<file path="src/rtl/ieeedrv_sdhost.sv">
// SD-side block responder for the IEEE drive: round-robin grant of sd_rd/sd_wr, byte streaming
// between the drive buffer bus and a byte-wide image memory. Define IEEEDRV_SDHOST_IMGSIZE_EN for image bounds checking.
module ieeedrv_sdhost #(
   parameter int SUBDRV    = 2,
   parameter int SECT_BITS = 8
) (
   input  logic                     clk_sys,
   input  logic                     reset_n,
   input  logic [SUBDRV-1:0][31:0]  sd_lba,
   input  logic [SUBDRV-1:0][5:0]   sd_blk_cnt,
   input  logic [SUBDRV-1:0]        sd_rd,
   input  logic [SUBDRV-1:0]        sd_wr,
   output logic [SUBDRV-1:0]        sd_ack,
   output logic [12:0]              sd_buff_addr,
   output logic [7:0]               sd_buff_dout,
   input  logic [SUBDRV-1:0][7:0]   sd_buff_din,
   output logic                     sd_buff_wr,
   input  logic [SUBDRV-1:0]        img_readonly,
`ifdef IEEEDRV_SDHOST_IMGSIZE_EN
   input  logic [SUBDRV-1:0][31:0]  img_size,
`endif
   output logic [31:0]              mem_addr,
   output logic                     mem_rd,
   output logic                     mem_wr,
   output logic [7:0]               mem_din,
   input  logic [7:0]               mem_dout,
   input  logic                     mem_ready,
   output logic                     wr_err
);

   localparam int NS   = SUBDRV - 1;
   localparam int SELW = (SUBDRV > 1) ? $clog2(SUBDRV) : 1;
   // one extra bit so a full 64-block transfer end (cnt<<8) is representable
   localparam int OFFW = SECT_BITS + 7;

   typedef enum logic [2:0] {IDLE, RD_REQ, RD_PUT, WR_ADDR, WR_REQ, DONE} state_t;

   state_t              state_reg, state_next;
   logic [SELW-1:0]     sel_reg, ptr_reg;
   logic [31:0]         lba_reg;
   logic [6:0]          cnt_reg;
   logic [OFFW-2:0]     offset_reg;
   logic [7:0]          data_reg;
   logic                err_reg;

   logic                req_found;
   logic [SELW-1:0]     req_idx;
   logic [OFFW-1:0]     off_inc;
   logic                last_byte;
   logic                oob;
   logic                wr_drop;
   logic                ack_active;

   assign mem_addr  = (lba_reg << SECT_BITS) + 32'(offset_reg);
   assign off_inc   = {1'b0, offset_reg} + OFFW'(1);
   assign last_byte = (off_inc == (OFFW'(cnt_reg) << SECT_BITS));
`ifdef IEEEDRV_SDHOST_IMGSIZE_EN
   assign oob = (mem_addr >= img_size[sel_reg]);
`else
   assign oob = 1'b0;
`endif
   assign wr_drop = img_readonly[sel_reg] | oob;

   // Round-robin scan starting at the pointer; read beats write on the same subdrive.
   always_comb begin
      int j;
      req_found = 1'b0;
      req_idx   = '0;
      j         = 0;
      for (int k = 0; k < SUBDRV; k++) begin
         j = int'(ptr_reg) + k;
         if (j >= SUBDRV) j = j - SUBDRV;
         if (!req_found && (sd_rd[j] || sd_wr[j])) begin
            req_found = 1'b1;
            req_idx   = SELW'(j);
         end
      end
   end

   always_ff @(posedge clk_sys or negedge reset_n) begin
      if (!reset_n) state_reg <= IDLE;
      else          state_reg <= state_next;
   end

   always_comb begin
      state_next = state_reg;
      unique case (state_reg)
         IDLE:    if (req_found) state_next = sd_rd[req_idx] ? RD_REQ : WR_ADDR;
         RD_REQ:  if (oob || mem_ready) state_next = RD_PUT;
         RD_PUT:  state_next = last_byte ? DONE : RD_REQ;
         WR_ADDR: state_next = WR_REQ;
         WR_REQ:  if (wr_drop || mem_ready) state_next = last_byte ? DONE : WR_ADDR;
         DONE:    state_next = IDLE;
         default: state_next = IDLE;
      endcase
   end

   always_ff @(posedge clk_sys or negedge reset_n) begin
      if (!reset_n) begin
         sel_reg    <= '0;
         ptr_reg    <= '0;
         lba_reg    <= '0;
         cnt_reg    <= '0;
         offset_reg <= '0;
         data_reg   <= '0;
         err_reg    <= 1'b0;
      end else begin
         unique case (state_reg)
            IDLE: if (req_found) begin
               sel_reg    <= req_idx;
               lba_reg    <= sd_lba[req_idx];
               cnt_reg    <= 7'(sd_blk_cnt[req_idx]) + 7'd1;
               offset_reg <= '0;
               err_reg    <= 1'b0;
               ptr_reg    <= (req_idx == SELW'(NS)) ? '0 : req_idx + SELW'(1);
            end
            RD_REQ: begin
               if (oob)            data_reg <= 8'h00;
               else if (mem_ready) data_reg <= mem_dout;
            end
            RD_PUT: offset_reg <= off_inc[OFFW-2:0];
            WR_REQ: if (wr_drop || mem_ready) begin
               offset_reg <= off_inc[OFFW-2:0];
               if (wr_drop) err_reg <= 1'b1;
            end
            default: ;
         endcase
      end
   end

   always_comb begin
      ack_active   = (state_reg == RD_REQ) || (state_reg == RD_PUT) ||
                     (state_reg == WR_ADDR) || (state_reg == WR_REQ);
      sd_buff_addr = offset_reg[12:0];
      sd_buff_dout = data_reg;
      sd_buff_wr   = (state_reg == RD_PUT);
      mem_rd       = (state_reg == RD_REQ) && !oob;
      mem_wr       = (state_reg == WR_REQ) && !wr_drop;
      // buffer address is held through WR_REQ, so the drive's registered data stays valid
      mem_din      = (state_reg == WR_REQ) ? sd_buff_din[sel_reg] : 8'h00;
      wr_err       = (state_reg == DONE) && err_reg;
   end

   generate
      for (genvar gi = 0; gi < SUBDRV; gi++) begin : g_ack
         assign sd_ack[gi] = ack_active && (sel_reg == SELW'(gi));
      end
   endgenerate

endmodule

</file>
<file path="config.mk">
export PLATFORM = sky130hd
export DESIGN_NAME = ieeedrv_sdhost
export DESIGN_NICKNAME = d
export VERILOG_FILES = /design/src/rtl/ieeedrv_sdhost.sv
export SDC_FILE = /design/constraint.sdc
export NUM_CORES = 1
export LEC_CHECK = 0
export ABC_CLOCK_PERIOD_IN_PS = 3800
export BUFFER_PORTS_ARGS = -buffer_cell sky130_fd_sc_hd__buf_2
export CAP_MARGIN = 20
export CORE_MARGIN = 1.5
export CORE_UTILIZATION = 49
export DETAILED_ROUTE_END_ITERATION = 6
export PLACE_DENSITY_LB_ADDON = 0.12
export REMOVE_ABC_BUFFERS = 1
export SLEW_MARGIN = 0
export SYNTH_ARGS = -nofsm -noshare
export SYNTH_HDL_FRONTEND = slang
export SYNTH_SLANG_ARGS = --single-unit
export TNS_END_PERCENT = 1
</file>
<file path="constraint.sdc">
create_clock -name clk_sys -period 3.8 [get_ports clk_sys]
set_input_delay 0.76 -clock clk_sys [delete_from_list [all_inputs] [get_ports clk_sys]]
set_output_delay 0.76 -clock clk_sys [all_outputs]
set_load 0.005 [all_outputs]
</file>
==> metrics <==
status finished, final reports clean; Post-Syn Area ~4200 µm²; DIE HEIGHT roughly 95 µm; final setup violating endpoints 0; Post-CTS Hold Buffers 0; Cells after Synth between 400 and 500; kind of end point of the critical path output pin; via count between 3000 and 4000; Post-synth ARST share 100%; Sink Count 59; gr usage total ~23%; crit start category register; reg2reg start sel_reg$_DFFE_PN0P_; CTS max path bufs 2; Layout Skew approximately 12 ps; slew at the pin closest to its max-slew limit between 800 and 900 ps; synthesis-to-layout area growth 23.0%; CP max stage delay approximately 390 ps; later-pin clock latency in the skew report approximately 330 ps; most common cell in the netlist nand2_1; wire length per cell around 15 µm; first-pass GRT wire length 16200 µm; drc violations 0; EDFF count, synth 0; layout cells sized above 1 32.6%; sequential cell area fraction in the yosys report a little over a third; Slew Limit Fails 0; Max Cap Violations 0; RSZ-0062 raised after global routing no; ys flop type dfrtp_1; DRC marker count from the first detailed-route iteration between 90 and 100; fin crit period roughly 3500 ps; Peak VDD IR 0.328 mV; Layout Cells excl Fill around 700; total gr overflow 0; root buf cell clkbuf_8; crit-path leading delay family compound AO/OA/AOI/OAI gates; CTS clk-pin slew, worst paths roughly 70 ps; fin crit share between 90 and 100%; critical path arrival 2740 ps; initial antenna violation count 0; gpl congestion between 0.8 and 0.9; P_leak approximately 2.6 nW; Nets just over 700; Setup TNS 0 ps; core area 8220 µm²; Req. time, crit path between 3000 and 4000 ps; HPWL after DPL 7740 µm; maximum clock frequency ~0.29 GHz; Tightest Hold Check Type input port to async pin; synth unique cells between 50 and 60; slowest CP cell fa_1; final-layout fill cell count around 760; #FFs+latches synth between 50 and 60; starting density of the core 50.6%; vias in the first global route approximately 3500; Levels on crit path 10; CTS buffer count 9; drt first pass iters 4; number of vias per cell 5.42; final hold vios 0; H-tree depth 3; Post-DRT Antenna Nets 0; Total Wirelength roughly 10000 µm; Crit Path Category register to output pin; most frequent cells after synthesis nand2_1 (62), dfrtp_1 (59), o21ai_0 (51); max reg flops 24; synth top area cells dfrtp_1 (35%), mux2i_1 (8.7%), o21ai_0 (6.1%); Yosys warnings 0; placed insts about 700; Crit path buffers/inverters 2; dominant cell type by area after synthesis dfrtp_1; Worst Reg-to-Reg Cells 6; I/O Buffers around 160; Syn Area/Cell slightly below 9 µm²; Critical path origin lba_reg[0]$_DFFE_PN0P_; diodes inserted 0; # IOs between 150 and 200; TritonCTS clock tree done; P per Cell Area 636 nW/µm²; Rel. slew slack about two fifths; largest net degree at the start of global routing 66; num rows 33; crit path max fanout 9; Synth top area share between 30% and 40%; die area slightly above 9000 µm²; Die Wd between 90 and 100 µm; Critical Path, Cell by Cell ha_1, inv_1, fa_1, nor2b_1, o21ai_0, a21boi_0, o21ai_2, a211oi_1, xor2_1, buf_2
area by class of cell:
class,count,area [µm²],share of cell area [%]
repair buffers,166,873,17.1
inverters,11,41.3,0.807
clock inverters,5,77.6,1.52
flip-flops and latches,59,1480,28.8
multi-input cells,359,2380,46.5
clock buffers,10,138,2.69
well taps,105,131,2.57
repair_timing:
item | 4_1_cts | 5_1_grt
setup buffers | 0 | 0
resized for setup | 0 | 1
endpoints found under the setup margin | 0 | 1
placed cells by master (no fill, tap or decap), types with 5 or more instances in the layout:
master and instances:
a21oi_1 16, xnor2_1 18, buf_2 159, xor2_1 19, nand3_1 12, nand4_1 6
clkbuf_8 10, buf_4 5, nor2b_1 5, nor2_1 35, dfrtp_1 59, mux2_2 9
o21ai_0 51, a211oi_1 6, ha_1 9, o31ai_1 5, nand2_1 61, and2_1 6
and3_1 6, inv_1 10, mux2i_1 36, o41ai_1 6
cell families (layout without fill, tap and decap cells):
group,after synthesis,in the layout,share of synthesized area (%)
compound gates,109,109,15.8
xor+xnor,38,38,8.36
fa+ha+maj,10,10,3.19
buf+inv,61,192,7.64
flops,59,59,35.5
mux,45,45,11.1
simple gates,157,157,18.4
final timing paths:
path	endpoint	slack, ps
min in group clk_sys	lba_reg[5]$_DFFE_PN0P_	490
min reg2reg	lba_reg[5]$_DFFE_PN0P_	490
max in group asynchronous	sd_buff_dout[5]$_DFFE_PN0P_	3100
max	mem_addr[22]	300
min	lba_reg[0]$_DFFE_PN0P_	250
max reg2reg	offset_reg[13]$_DFFE_PN0P_	1080
per-layer routing:
layer	vias to the layer above	track usage (%)	part of all wire (%)
met5	-	0	0
met4	0	7.34	1.3
met3	14	4.23	6.0
met2	145	39.7	49
met1	1790	29.5	44
li1	1923	-	-
stage by stage:
step	total power, mW	hold WS (ps)	instance area [µm²]	setup WS [ps]	utilization [%]
after floorplan	2.06	450	3880	505	-
after global placement	2.56	468	4860	664	59.1
after detailed placement	2.61	477	4860	599	59.1
after CTS	3.25	493	5070	225	61.8
after global routing	3.55	240	5120	93.8	62.3
final	3.26	251	5120	303	62.3
report_power, final:
group	total [mW]	internal, mW	switching [mW]
clock	0.634	0.381	0.252
sequential	1.14	0.880	0.261
combinational	1.48	0.696	0.785
Power figures use the tool's default switching activity.
